**config.mk**
```make
export PLATFORM = sky130hd
export DESIGN_NAME = hid_multi
export DESIGN_NICKNAME = d
export VERILOG_FILES = /design/src/rtl/hid_multi.sv
export SDC_FILE = /design/constraint.sdc
export NUM_CORES = 1
export LEC_CHECK = 0
export BUFFER_PORTS_ARGS = -buffer_cell sky130_fd_sc_hd__buf_2
export CAP_MARGIN = 20
export CORE_ASPECT_RATIO = 1.25
export CORE_MARGIN = 1.5
export CORE_UTILIZATION = 40
export CTS_CLUSTER_SIZE = 25
export DETAILED_ROUTE_END_ITERATION = 10
export HOLD_SLACK_MARGIN = 0.02
export SLEW_MARGIN = 25
export SYNTH_ARGS = -nofsm -noshare
export SYNTH_HDL_FRONTEND = slang
export SYNTH_SLANG_ARGS = --single-unit
```
**constraint.sdc**
```tcl
create_clock -name clk -period 5.1 [get_ports clk]
set_clock_uncertainty 0.15 [all_clocks]
set_input_delay 0 -clock clk [delete_from_list [all_inputs] [get_ports clk]]
set_output_delay 0 -clock clk [all_outputs]
set_load 0.02 [all_outputs]
```
**src/rtl/hid_multi.sv**
```systemverilog
// hid_multi: decodes MCU command packets (status, keyboard, mouse, joysticks,
// DB9 readback) into per-device registers, a keyboard event FIFO with a
// ready/valid head, and mouse motion outputs.
// Build option: define HID_MOUSE_ACCUM_EN for saturating mouse accumulation
// with mouse_rd clear; otherwise each packet loads the raw delta.
module hid_multi #(
    parameter int NUM_JOY        = 2,
    parameter int NUM_DB9        = 1,
    parameter int KBD_FIFO_DEPTH = 8,
    parameter int MOUSE_W        = 10
) (
    input  logic                   clk,
    input  logic                   reset,
    input  logic                   data_in_strobe,
    input  logic                   data_in_start,
    input  logic [7:0]             data_in,
    output logic [7:0]             data_out,
    input  logic [6*NUM_DB9-1:0]   db9_port,
    output logic                   irq,
    input  logic                   iack,
    output logic [8*NUM_JOY-1:0]   joystick,
    output logic [8*NUM_JOY-1:0]   joystick_ax,
    output logic [8*NUM_JOY-1:0]   joystick_ay,
    output logic [8*NUM_JOY-1:0]   extra_button,
    output logic                   joystick_strobe,
    output logic [2:0]             joystick_id,
    output logic                   key_valid,
    output logic [6:0]             key_code,
    output logic                   key_pressed,
    input  logic                   key_ready,
    output logic                   key_overflow,
    output logic [2:0]             mouse_btns,
    output logic [MOUSE_W-1:0]     mouse_dx,
    output logic [MOUSE_W-1:0]     mouse_dy,
    input  logic                   mouse_rd,
    output logic                   mouse_strobe
);
    localparam int AW = $clog2(KBD_FIFO_DEPTH);

    logic [3:0]           state_q, state_d;
    logic [7:0]           command_q, command_d;
    logic [7:0]           data_out_q, data_out_d;
    logic [7:0]           device_q, device_d;
    logic                 ovf_q, ovf_d;
    logic                 irq_q, irq_d;
    logic                 irq_en_q, irq_en_d;
    logic [6*NUM_DB9-1:0] db9_s1_q, db9_s2_q;
    logic                 joy_strobe_q, joy_strobe_d;
    logic [2:0]           joy_id_q, joy_id_d;
    logic [3:0]           joy_wr;
    logic                 dev_ok;
    logic [2:0]           btns_q, btns_d;
    logic [7:0]           dx_raw_q, dx_raw_d;
    logic [MOUSE_W-1:0]   dx_q, dx_d, dy_q, dy_d;
    logic                 mstrobe_q, mstrobe_d;
    logic                 mouse_upd;
    logic                 push_req, push, pop, full, empty;
    logic [AW:0]          wr_ptr_q, rd_ptr_q;
    logic [7:0]           fifo_mem [KBD_FIFO_DEPTH];
    logic [7:0]           head;
    logic [5:0]           db9_sel;

    assign dev_ok = device_q < 8'(NUM_JOY);
    assign empty  = wr_ptr_q == rd_ptr_q;
    assign full   = (wr_ptr_q[AW] != rd_ptr_q[AW]) &&
                    (wr_ptr_q[AW-1:0] == rd_ptr_q[AW-1:0]);
    assign pop    = !empty && key_ready;
    // A full FIFO still accepts a push when the consumer frees a slot this cycle.
    assign push   = push_req && (!full || pop);
    assign head   = fifo_mem[rd_ptr_q[AW-1:0]];

    // Select the synchronised DB9 port addressed by the current byte index.
    always_comb begin
        db9_sel = 6'h00;
        for (int k = 0; k < NUM_DB9; k++) begin
            if (state_q == 4'(k)) db9_sel = db9_s2_q[6*k +: 6];
        end
    end

    // Command decoder: byte counter, reply byte, FIFO push, IRQ and mouse control.
    always_comb begin
        state_d      = state_q;
        command_d    = command_q;
        data_out_d   = data_out_q;
        device_d     = device_q;
        ovf_d        = ovf_q;
        irq_d        = irq_q;
        irq_en_d     = irq_en_q;
        joy_strobe_d = 1'b0;
        joy_id_d     = joy_id_q;
        joy_wr       = 4'b0000;
        btns_d       = btns_q;
        dx_raw_d     = dx_raw_q;
        mouse_upd    = 1'b0;
        push_req     = 1'b0;

        if (irq_en_q && (db9_s2_q != db9_s1_q)) begin
            irq_d    = 1'b1;
            irq_en_d = 1'b0;
        end

        if (data_in_strobe && data_in_start) begin
            state_d   = 4'd0;
            command_d = data_in;
        end else if (data_in_strobe) begin
            case (command_q)
                8'h00: begin
                    if (state_q == 4'd0) data_out_d = 8'h02;
                    else if (state_q == 4'd1) data_out_d = {ovf_q, 3'b000, 4'(NUM_JOY)};
                    else if (state_q == 4'd2) begin
                        data_out_d = 8'(NUM_DB9);
                        ovf_d      = 1'b0;
                    end
                end
                8'h01: push_req = 1'b1;
                8'h02: begin
                    if (state_q == 4'd0) btns_d = data_in[2:0];
                    else if (state_q == 4'd1) dx_raw_d = data_in;
                    else if (state_q == 4'd2) mouse_upd = 1'b1;
                end
                8'h03: begin
                    if (state_q == 4'd0) device_d = data_in;
                    else if (state_q <= 4'd4 && dev_ok) begin
                        joy_wr[state_q[1:0] - 2'd1] = 1'b1;
                        if (state_q == 4'd4) begin
                            joy_strobe_d = 1'b1;
                            joy_id_d     = device_q[2:0];
                        end
                    end
                end
                8'h04: begin
                    if (state_q == 4'd0) irq_en_d = 1'b1;
                    data_out_d = {2'b00, db9_sel};
                end
                default: ;
            endcase
            state_d = (state_q == 4'd15) ? 4'd15 : state_q + 4'd1;
        end

        if (push_req && full && !pop) ovf_d = 1'b1;
        if (iack) irq_d = 1'b0;
    end

`ifdef HID_MOUSE_ACCUM_EN
    function automatic logic [MOUSE_W-1:0] sat(input logic signed [MOUSE_W:0] s);
        if (s[MOUSE_W] != s[MOUSE_W-1])
            return s[MOUSE_W] ? {1'b1, {(MOUSE_W-1){1'b0}}} : {1'b0, {(MOUSE_W-1){1'b1}}};
        return s[MOUSE_W-1:0];
    endfunction

    logic signed [MOUSE_W:0] base_x, base_y;

    // Saturating accumulation; a same-cycle read restarts from the new delta.
    always_comb begin
        base_x = mouse_rd ? '0 : $signed({dx_q[MOUSE_W-1], dx_q});
        base_y = mouse_rd ? '0 : $signed({dy_q[MOUSE_W-1], dy_q});
        dx_d   = dx_q;
        dy_d   = dy_q;
        if (mouse_upd) begin
            dx_d = sat(base_x + (MOUSE_W+1)'($signed(dx_raw_q)));
            dy_d = sat(base_y + (MOUSE_W+1)'($signed(data_in)));
        end else if (mouse_rd) begin
            dx_d = '0;
            dy_d = '0;
        end
    end
`else
    wire unused_mouse_rd = mouse_rd;

    // Raw mode: each packet loads the sign-extended delta.
    always_comb begin
        dx_d = dx_q;
        dy_d = dy_q;
        if (mouse_upd) begin
            dx_d = MOUSE_W'($signed(dx_raw_q));
            dy_d = MOUSE_W'($signed(data_in));
        end
    end
`endif
    assign mstrobe_d = mouse_upd;

    // Control and status registers.
    always_ff @(posedge clk or posedge reset) begin
        if (reset) begin
            state_q      <= '0;
            command_q    <= '0;
            data_out_q   <= '0;
            device_q     <= '0;
            ovf_q        <= 1'b0;
            irq_q        <= 1'b0;
            irq_en_q     <= 1'b0;
            db9_s1_q     <= '0;
            db9_s2_q     <= '0;
            joy_strobe_q <= 1'b0;
            joy_id_q     <= '0;
            btns_q       <= '0;
            dx_raw_q     <= '0;
            dx_q         <= '0;
            dy_q         <= '0;
            mstrobe_q    <= 1'b0;
            wr_ptr_q     <= '0;
            rd_ptr_q     <= '0;
        end else begin
            state_q      <= state_d;
            command_q    <= command_d;
            data_out_q   <= data_out_d;
            device_q     <= device_d;
            ovf_q        <= ovf_d;
            irq_q        <= irq_d;
            irq_en_q     <= irq_en_d;
            db9_s1_q     <= db9_port;
            db9_s2_q     <= db9_s1_q;
            joy_strobe_q <= joy_strobe_d;
            joy_id_q     <= joy_id_d;
            btns_q       <= btns_d;
            dx_raw_q     <= dx_raw_d;
            dx_q         <= dx_d;
            dy_q         <= dy_d;
            mstrobe_q    <= mstrobe_d;
            if (push) wr_ptr_q <= wr_ptr_q + (AW+1)'(1);
            if (pop)  rd_ptr_q <= rd_ptr_q + (AW+1)'(1);
        end
    end

    // Keyboard event storage; entries are {code, pressed}.
    always_ff @(posedge clk) begin
        if (push) fifo_mem[wr_ptr_q[AW-1:0]] <= {data_in[6:0], data_in[7]};
    end

    genvar gi;
    for (gi = 0; gi < NUM_JOY; gi++) begin : g_joy
        logic [7:0] joy_q, ax_q, ay_q, extra_q;
        logic       hit;
        assign hit = device_q == 8'(gi);

        // Per-device joystick record registers.
        always_ff @(posedge clk or posedge reset) begin
            if (reset) begin
                joy_q   <= '0;
                ax_q    <= '0;
                ay_q    <= '0;
                extra_q <= '0;
            end else if (hit) begin
                if (joy_wr[0]) joy_q   <= data_in;
                if (joy_wr[1]) ax_q    <= data_in;
                if (joy_wr[2]) ay_q    <= data_in;
                if (joy_wr[3]) extra_q <= data_in;
            end
        end

        assign joystick[8*gi +: 8]     = joy_q;
        assign joystick_ax[8*gi +: 8]  = ax_q;
        assign joystick_ay[8*gi +: 8]  = ay_q;
        assign extra_button[8*gi +: 8] = extra_q;
    end

    assign data_out        = data_out_q;
    assign irq             = irq_q;
    assign joystick_strobe = joy_strobe_q;
    assign joystick_id     = joy_id_q;
    assign key_valid       = !empty;
    assign key_code        = empty ? 7'h00 : head[7:1];
    assign key_pressed     = !empty && head[0];
    assign key_overflow    = ovf_q;
    assign mouse_btns      = btns_q;
    assign mouse_dx        = dx_q;
    assign mouse_dy        = dy_q;
    assign mouse_strobe    = mstrobe_q;
endmodule

```
# After elaboration in Yosys (flattened, before gate mapping)
# Memory sizes are Yosys's and may differ from the RTL's.
# Cells that the tools add are included.
[totals]
regBits = 147
inputBits = 21
ram_bits = 64
mem_count = 1
[memory_table]
columns = ["name", "depth", "word_bits", "rd", "rd_clocked_by_memory_dff", "wr", "line", "source"]
rows = [
  ["fifo_mem", 8, 8, 1, 0, 1, "59", "logic [7:0] fifo_mem [KBD_FIFO_DEPTH];"],
]
[classes]
n_mux = 47
reduce_logical = 37
bitwise = 2
eq_ne = 17
n_lt_le_gt_ge = 4
add_sub_neg = 4
[ops]
columns = ["cell", "n"]
rows = [
  ["$mux 1", 32],
  ["$mux 4", 8],
  ["$mux 8", 3],
  ["$eq 8x1->1 const B", 2],
  ["$eq 8x2->1 const B", 2],
  ["$logic_not 8->1", 2],
  ["$pmux 8 s2", 1],
  ["$reduce_and 2->1", 8],
  ["$add 4x1->4 const B", 3],
  ["$reduce_and 4->1", 3],
  ["$reduce_and 6->1", 2],
  ["$reduce_bool 2->1", 6],
  ["$logic_and 1x1->1", 10],
  ["$eq 8x3->1 const B", 1],
  ["$lt 8x2->1 const B", 1],
  ["$mux 7", 1],
  ["$mux 6", 1],
  ["$ne 2x1->1 const B", 3],
  ["$ne 6x6->1", 1],
  ["$reduce_and 5->1", 1],
  ["$eq 4x1->1 const B", 1],
  ["$eq 4x2->1 const B", 1],
  ["$eq 4x3->1 const B", 1],
  ["$eq 4x4->1", 1],
  ["other kinds (13)", 16],
]

# Logic depth before layout (Yosys ltp)
# Gate-level depths: netlist of the first run.
[logic_depth]
word_depth = 11
depth_mapped = 7
ltp_nobuf = 6

# Least setup slack after synthesis of the first run
# No wires, ideal clock.
[synth_path]
path_type = "reg-to-reg"
startpoint = "register command_q[7]"
endpoint = "memory fifo_mem[1][0] (enable)"
slack_ns = 2.193
required_time_ns = 4.555
arrival_ns = 2.363
path_buffers = 0
path_stages_with_launch = 5
setup_ns = 0.395
cell_sequence = "dfrtp_1 > nor4_1 > nand4b_1 > a21oi_1 > nor4bb_1"
[synth_via]
elab_chain_cells = 7
[synth_rtl]
columns = ["element", "line", "source"]
rows = [
  ["start: declaration", "41", "logic [7:0] command_q, command_d;"],
  ["start signal: assignment", "205", "command_q <= command_d;"],
  ["$eq 8x1->1", "106", "case (command_q)"],
  ["$mux 1", "106", ""],
  ["$mux 1", "105", "end else if (data_in_strobe) begin"],
  ["$mux 1", "102", "if (data_in_strobe && data_in_start) begin"],
  ["$logic_and 1x1->1", "69", "assign push = push_req && (!full || pop);"],
  ["$mux 1", "227", "if (push) fifo_mem[wr_ptr_q[AW-1:0]] <= {data_in[6:0], data_in[7]};"],
  ["$mux 1 (not written as such)", "227", ""],
  ["end: declaration", "59", ""],
]
# No other way between the ends.

# Worst setup path after layout of the first run
[layout_path]
startpoint = "register rd_ptr_q[1]"
endpoint = "memory fifo_mem[1][3] (enable)"
[layout_via]
elab_chain_cells = 7
elab_cells_between_ends = 10
cone_classes = "eq/ne (2); mux (2); reduce/logical (6)"
[layout_rtl]
columns = ["element", "line", "source"]
rows = [
  ["start: declaration", "58", "logic [AW:0] wr_ptr_q, rd_ptr_q;"],
  ["start signal: assignment", "221", "if (pop) rd_ptr_q <= rd_ptr_q + (AW+1)'(1);"],
  ["$eq 4x4->1 / $eq 3x3->1 (equally long branches)", "64, 66", ""],
  ["$logic_not 1->1 / $logic_and 1x1->1 (equally long branches)", "67, 65", ""],
  ["$logic_and 1x1->1 / $logic_not 1->1 (equally long branches)", "67, 69", ""],
  ["$logic_or 1x1->1 (*)", "69", ""],
  ["$logic_and 1x1->1 (*)", "69", ""],
  ["$mux 1 (*)", "227", ""],
  ["$mux 1 (not written as such) (*)", "227", ""],
]
# Every way passes the cells marked *; elsewhere a longest branch is shown, timed or not.

==> metrics, run 1 <==
# Post-CTS Setup Buffers 0; Yosys reg bits 210; Vias per Instance between 5 and 6; H-tree depth 1; antenna violations before repair 0; synth unique cells 51; leakage power between 4 and 5 nW; setup violators final 0; worst slack at placement about 2 ns; clk slew on worst S/H paths around 0.060 ns; vias in the first global route around 5400; Cell Area, Placed 9370 um^2; Mean Syn Cell Area approximately 16 um^2; Worst VDD drop 0.224 mV; GRT overflow 0; CP startpoint rd_ptr_q[1]$_DFFE_PP0P_; met3 wire length ~1200 um; Sequential Power Share 45.7%; CP Cell Sequence xor2_1 -> nor3_1 -> a21oi_1 -> nor4bb_4; warnings from Yosys 0; core footprint approximately 21000 um^2; Post-CTS Resized 0; die width approximately 130 um; share of cells above drive strength 1 44.9%; pin count of the biggest net entering global routing roughly 100; Sw Share around a quarter; CP required 5.09 ns; top fanout value on the critical path 20; cells after synthesis approximately 540; sequential element share of the synthesized area 65.7%; Pint about 3 mW; r2r startpoint rd_ptr_q[1]$_DFFE_PP0P_; Async S/R FF share, synth 69.5%; CP max-delay cell dfrtp_1; FF-to-FF path depth 4; via count ~5000; FP Rows between 50 and 60; Port Buffers ~130; fmax 327 MHz; initial DRC count ~210; unrepaired setup endpoints after global routing false; CP peak stage delay 0.91 ns; Root Buffer clkbuf_16; post-route cell area between 10000 and 15000 um^2; I/O Pins 132; global-route usage over all layers between 10% and 20%; first-pass GRT wire length around 30000 um; Power Density approximately 400 nW/um^2; synth-to-layout area growth 22.3%; max_cap viols 0; DP HPWL ~12000 um; total die area 22100 um^2; area leader, netlist dfrtp_1; Crit Path Class register to register; Sw Pwr roughly 1.1 mW; worst hold slack around 0.06 ns; Final Hold Violating Endpoints 0; Post-Syn Area 8480 um^2; Arrival @ worst endpoint about 3.0 ns; Clk pwr share 38.5%; syn nets around 570; post-detailed-route count of antenna-violating nets 0; final wirelength ~18000 um; Post-synth EDFFs 64; cts bufs inserted 22; Tot Pwr between 4 and 5 mW; RD Place Congestion between 0.7 and 0.8; PnR worst setup slack between 2 and 2.5 ns; outcome finished, final reports clean; Hold WC Path Type input port to asynchronous set/reset pin; crit share post-route roughly three fifths; die height ~170 um; maximum root-to-sink buffer count 3; DR top layer met4; Nets between 700 and 800; crit path time final between 3 and 4 ns; Worst setup SP type register; Slew Viols, Final 0; Final TNS setup 0 ns; drt pass-1 iters 4; worst r2r dst fifo_mem[1][3]$_DFFE_PP_; starting density of the core about two fifths; TritonCTS Sinks 210; CTS tree done; # diodes 0; M1 wire length 7760 um; drt drc 0; relative slew slack roughly two fifths; reg-to-reg slack, setup 2.04 ns; Crit. End Element register; top cell type's share of synthesized area a little over two fifths; clock latency at the later pin of the worst-skew pair approximately 0.5 ns; met2 WL approximately 9000 um; worst slew pin tran ~0.87 ns; Most used DFF post-synth dfrtp_1; combinational share of power 15.8%; drt wl/cell 18.9 um; top cells by area, synth dfrtp_1 (43%), edfxtp_1 (23%), mux2_2 (15%)
[final cells by class]
| class | count | area [um^2] |
|---|---|---|
| clock inverter | 12 | 101 |
| clock buffer | 28 | 634 |
| multi-input combinational | 286 | 2750 |
| timing repair buffer | 159 | 936 |
| sequential | 210 | 5580 |
| inverter | 9 | 38.8 |
| fill | 1848 | 10400 |
| tap | 274 | 343 |
[cells in the mapped netlist, drive strengths merged (2+ instances only)]
master and count:
mux4 16, inv 9, nand2 17, mux2i 9, nand3 13, o21ai 13
or2 2, o31ai 2, and3 2, xor2 9, or3 2, dfrtp 146
xnor2 7, ha 7, nor4b 4, nor4bb 2, nor4 3, nor3 7
nand4 2, nor2b 5, and4b 3, nor2 17, or4 2, and3b 2
buf 16, mux2 111, a21oi 11, nand4b 3, edfxtp 64, a211oi 2
and2 3, clkbuf 17
[power groups by stage]
stage | registers, mW | clock network [mW] | logic (mW)
2_1_floorplan | 1.85 | 0 | 0.504
3_3_place_gp | 1.90 | 0 | 0.637
3_5_place_dp | 1.91 | 0 | 0.646
4_1_cts | 1.87 | 1.62 | 0.664
5_1_grt | 1.88 | 1.70 | 0.718
6_report | 1.87 | 1.58 | 0.649
[worst max-delay path by stage]
stage                                     endpoint  slack, ns  depth (start not counted)
final                     fifo_mem[1][3]$_DFFE_PP_       2.04                          4
after global routing      fifo_mem[1][3]$_DFFE_PP_       1.80                          4
after CTS                 fifo_mem[1][3]$_DFFE_PP_       2.00                          4
after detailed placement  fifo_mem[1][4]$_DFFE_PP_       2.01                          4
after global placement    fifo_mem[1][4]$_DFFE_PP_       1.73                          4
after floorplan           command_q[0]$_DFFE_PP0N_       1.03                          1
[repair_timing]
action / in CTS / in global routing
hold endpoints to repair: 276 / 0
endpoints found under the setup margin: 0 / 0
hold buffers: 26 / 0
[logic make-up after synthesis]
family                     count (synthesis)  share of synthesized area (%)
AOI/OAI and AO/OA                         32                           2.23
xor gates and xnor gates                  16                           1.65
adders and majority gates                  7                           1.03
buffers and inverters                     42                           2.36
DFF                                      210                           65.7
muxes                                    136                           20.0
other                                      1                         0.0442
and+or+nand+nor                           94                           6.93
[through the flow]
stage,util (%),std cells
after floorplan,-,538
after global placement,44.9,912
after detailed placement,45.0,912
after CTS,49.8,978
after global routing,49.8,978
final,49.8,978
[per-layer routing]
layer	vias up	global-route usage (%)
met5	-	0
met4	0	5.15
li1	2253	-
met1	2543	21.7
met2	142	29.1
met3	36	4.55
[sequential cells by signal (all words and copies together), names as in the netlist, 6 cells and up]
| name | count |
|---|---|
| fifo_mem | 64 |
| g_joy.ax_q | 16 |
| g_joy.ay_q | 16 |
| g_joy.extra_q | 16 |
| g_joy.joy_q | 16 |
| command_q | 8 |
| device_q | 8 |
| dx_raw_q | 8 |
| mouse_dx | 8 |
| mouse_dy | 8 |
| data_out | 7 |
| db9_s1_q | 6 |
| db9_s2_q | 6 |
[worst max-delay path, delay by kind of cell (launching register included)]
family	cells	cell delay, ns
flops	1	0.91
simple gates	2	0.88
xor+xnor	1	0.24
compound gates	1	0.52
[cells in the final DEF (no fill, tap or decap), types with 5 or more instances in the layout]
cell and n:
nor3_1 7, mux2_2 111, nand3_1 9, buf_2 129
nor2_1 16, dlygate4sd3_1 26, ha_1 7, xnor2_1 7
inv_1 8, nand2_1 17, mux2i_1 9, clkinv_2 5
dfrtp_1 146, a21oi_1 10, edfxtp_1 64, o21ai_0 13
clkbuf_16 23, mux4_2 16, xor2_1 9
Note: power is estimated with default switching activity, not from simulation.
==> run 2, diff against run 1 <==
ABC_AREA = 1   (was default)
clock period = 2.6 ns   (was 5.1 ns; I/O delays follow)
==> run 2 against run 1 <==
  * Power is 120% higher
  * Clock-buffer cell count grew 1
  * Global-route usage is 2.3 points higher
  * Critical path type is now register to output pin
  * Worst hold slack lost 0.0055 ns
  * Largest cell class unchanged
  * Utilization fell by 0.14 points
  * Non-clock buffer count is 21 higher
  * Sequential power grew 95%
  * Synthesized area rose by 6.4%
==> metrics, run 2 <==
Vias per Instance 5.00 (-1.7%); top cell type's share of synthesized area 40.5% (-2.6 points); Mean Syn Cell Area 9.71 um^2 (-38%); first-pass GRT wire length 35700 um (+19%); H-tree depth 1 (unchanged); pin count of the biggest net entering global routing 147 (+50%); outcome finished, final reports clean; leakage power 5.48 nW (+12%); worst slew pin tran 0.802 ns (-0.0725 ns); Arrival @ worst endpoint 2.19 ns (-0.85 ns); Root Buffer clkbuf_16; starting density of the core 40.6% (-0.12 points); core footprint 22200 um^2 (+6.7%); cells after synthesis 929 (+73%); synth-to-layout area growth 22.3% (about the same); Slew Viols, Final 0 (unchanged); Worst VDD drop 0.671 mV (+200%); M1 wire length 9580 um (+23%); met3 wire length 917 um (-25%); combinational share of power 21.6% (+5.8 points); global-route usage over all layers 19.5% (+2.3 points); via count 6891 (+39%); share of cells above drive strength 1 20.4% (-24 points); r2r startpoint state_q[1]$_DFFE_PP0P_; Most used DFF post-synth dfrtp_1; total die area 23500 um^2 (+6.2%); syn nets 957 (+69%); FP Rows 61 (+3.4%); initial DRC count 465 (+130%); Cell Area, Placed 9970 um^2 (+6.4%); Post-synth EDFFs 64 (unchanged); Hold WC Path Type input port to register; clk slew on worst S/H paths 0.06 ns (about the same); Synth Area in Adders 0.970% (-0.062 points); delay-heaviest family, CP buffers and inverters; Async S/R FF share, synth 69.5% (unchanged); Post-Syn Area 9020 um^2 (+6.4%); DP HPWL 14000 um (+16%); maximum root-to-sink buffer count 3 (unchanged); RD Place Congestion 0.823 (+11%); CTS tree done; Sw Pwr 2.74 mW (+150%); Bufs and invs on worst path 2 (+2); GRT overflow 0 (unchanged); max_cap viols 0 (unchanged); commonest non-fill, non-tap cell in the layout nand2_1; end of the worst hold path irq$_DFFE_PP0P_; post-detailed-route count of antenna-violating nets 0 (unchanged); sequential element share of the synthesized area 61.8% (-3.9 points); Final TNS setup 0 ns (unchanged); unrepaired setup endpoints after global routing false; drt pass-1 iters 4 (unchanged); crit share post-route 89.8%; die width 137 um (+3.1%); Sw Share 30.6% (+4.0 points); most common cell in the netlist nand2_1; fmax between 400 and 500 MHz; synth unique cells 34 (-33%); complex-gate fraction of the synthesized area 6.29% (+4.1 points); Yosys reg bits 210 (unchanged); drt drc 0 (unchanged); warnings from Yosys 0 (unchanged); Crit Path Class register to output pin; worst r2r dst g_joy[1].ay_q[3]$_DFFE_PP0P_; Port Buffers 129 (unchanged); area leader, netlist dfrtp_1; Sequential Power Share 40.8% (-4.9 points); max reg flops 64 (unchanged); Synth Area in Simple Gates 25.1% (+18 points); mux cell area share after synthesis 0% (-20 points); Power Density 812 nW/um^2 (+110%); CP peak stage delay 0.49 ns (-0.42 ns); I/O Pins 132 (unchanged); DR top layer met4; reg-to-reg slack, setup 0.44 ns (-1.60 ns); top fanout value on the critical path 10 (-50%); Crit. End Element output pin; antenna violations before repair 0 (unchanged); Worst setup SP type register; commonest cells after routing, fill and taps aside nand2_1 (273), dfrtp_1 (145), buf_2 (129); Clk pwr share 37.6% (-0.9 points); relative slew slack 46.5% (+4.8 points); clock latency at the later pin of the worst-skew pair 0.50 ns (about the same); Nets 1108 (+55%); crit path time final 2.34 ns; Final Hold Violating Endpoints 0 (unchanged); post-route cell area 11000 um^2 (+6.4%); top cells by area, synth dfrtp_1 (40%), edfxtp_1 (21%), nand2_1 (11%); vias in the first global route 6752 (+26%); cts bufs inserted 22 (unchanged); CP Cell Sequence clkinvlp_2 -> o21ai_0 -> o21ai_0 -> nor2_1 -> nor2_1 -> buf_2; final wirelength 22200 um (+20%); die height 171 um (+3.1%); Pint 6.22 mW (+110%); FF-to-FF path depth 9 (+5); largest family of logic cells by synthesized area simple AND/OR/NAND/NOR gates; # diodes 0 (unchanged); drt wl/cell 16.1 um (-15%); CP max-delay cell dfrtp_2; Filler cells 2093 (+13%); top cell types by occurrence after synthesis nand2_1 (273), dfrtp_1 (146), nor2_1 (106); setup violators final 0 (unchanged); HP Start iack; area share of xor/xnor cells in the synthesized design 0.970% (-0.68 points); worst hold slack 0.0540 ns (-0.00552 ns); CP required 2.45 ns (-2.64 ns); Hold Crit Depth 3; met2 WL 11200 um (+25%); TritonCTS Sinks 210 (unchanged)
[run 2: through the flow]
stage / total power [mW] / setup slack, ns / util [%] / cells
after floorplan: 4.98 / 0.559 / - / 929
after global placement: 5.58 / 0.456 / 44.9 / 1311
after detailed placement: 5.60 / 0.435 / 44.9 / 1311
after CTS: 9.02 / 0.0618 / 49.6 / 1377
after global routing: 9.43 / 0.0681 / 49.7 / 1379
final: 8.96 / 0.264 / 49.7 / 1379
[run 2: power by group through the flow]
stage / sequential (mW) / combinational [mW] / clock, mW
finish: 3.65 / 1.94 / 3.37
global route: 3.67 / 2.19 / 3.57
CTS: 3.64 / 1.94 / 3.44
detailed placement: 3.70 / 1.90 / 0
global placement: 3.70 / 1.88 / 0
floorplan: 3.72 / 1.27 / 0
[run 2: kinds of logic after synthesis]
logic type	count (synthesis)
buffers and inverters	101
other	1
XOR/XNOR	10
AO/OA/AOI/OAI	107
AND/OR/NAND/NOR	493
adder cells (fa/ha/maj)	7
flip-flops	210
[run 2: worst max path at each step]
stage | depth (start not counted) | slack [ns] | from | to
2_1_floorplan | 5 | 0.56 | command_q[3]$_DFFE_PP0N_ | fifo_mem[0][0]$_DFFE_PP_
3_3_place_gp | 6 | 0.46 | command_q[3]$_DFFE_PP0N_ | fifo_mem[0][4]$_DFFE_PP_
3_5_place_dp | 6 | 0.43 | command_q[3]$_DFFE_PP0N_ | fifo_mem[0][2]$_DFFE_PP_
4_1_cts | 7 | 0.06 | rd_ptr_q[0]$_DFFE_PP0P_ | key_code[1]
5_1_grt | 7 | 0.07 | rd_ptr_q[0]$_DFFE_PP0P_ | key_code[5]
6_report | 6 | 0.26 | rd_ptr_q[0]$_DFFE_PP0P_ | key_code[0]
[run 2: layer usage]
metal / track usage (%) / up-vias
met4: 5.49 / 0
li1: - / 3386
met2: 33.6 / 141
met1: 25.4 / 3335
met5: 0 / -
met3: 3.05 / 29
[run 2: what timing repair did]
item	in CTS	in global routing
gates resized for setup	0	3
buffers inserted	0	1
hold buffers	26	0
endpoints found under the setup margin	0	5
endpoints found under the hold margin	322	0
[run 2: cell type report]
cell class / count / area (um^2) / share of cell area, %
timing repair inverter: 1 / 5.00 / 0.0453
multi-input combinational: 618 / 3010 / 27.3
tap: 283 / 354 / 3.21
inverter: 47 / 184 / 1.67
timing repair buffer: 180 / 1120 / 10.2
sequential: 210 / 5580 / 50.5
clock buffer: 29 / 619 / 5.61
clock inverter: 11 / 165 / 1.50
[run 2: worst reg2reg max path, cell delays in order, from the launching register on]
cell     delay [ns]
dfrtp_1        0.43
inv_1          0.13
ha_1           0.25
inv_1          0.11
a21oi_1        0.13
nand2_1        0.10
nor2_4         0.36
nand4_4        0.23
nand2_1        0.13
nand2_1        0.05
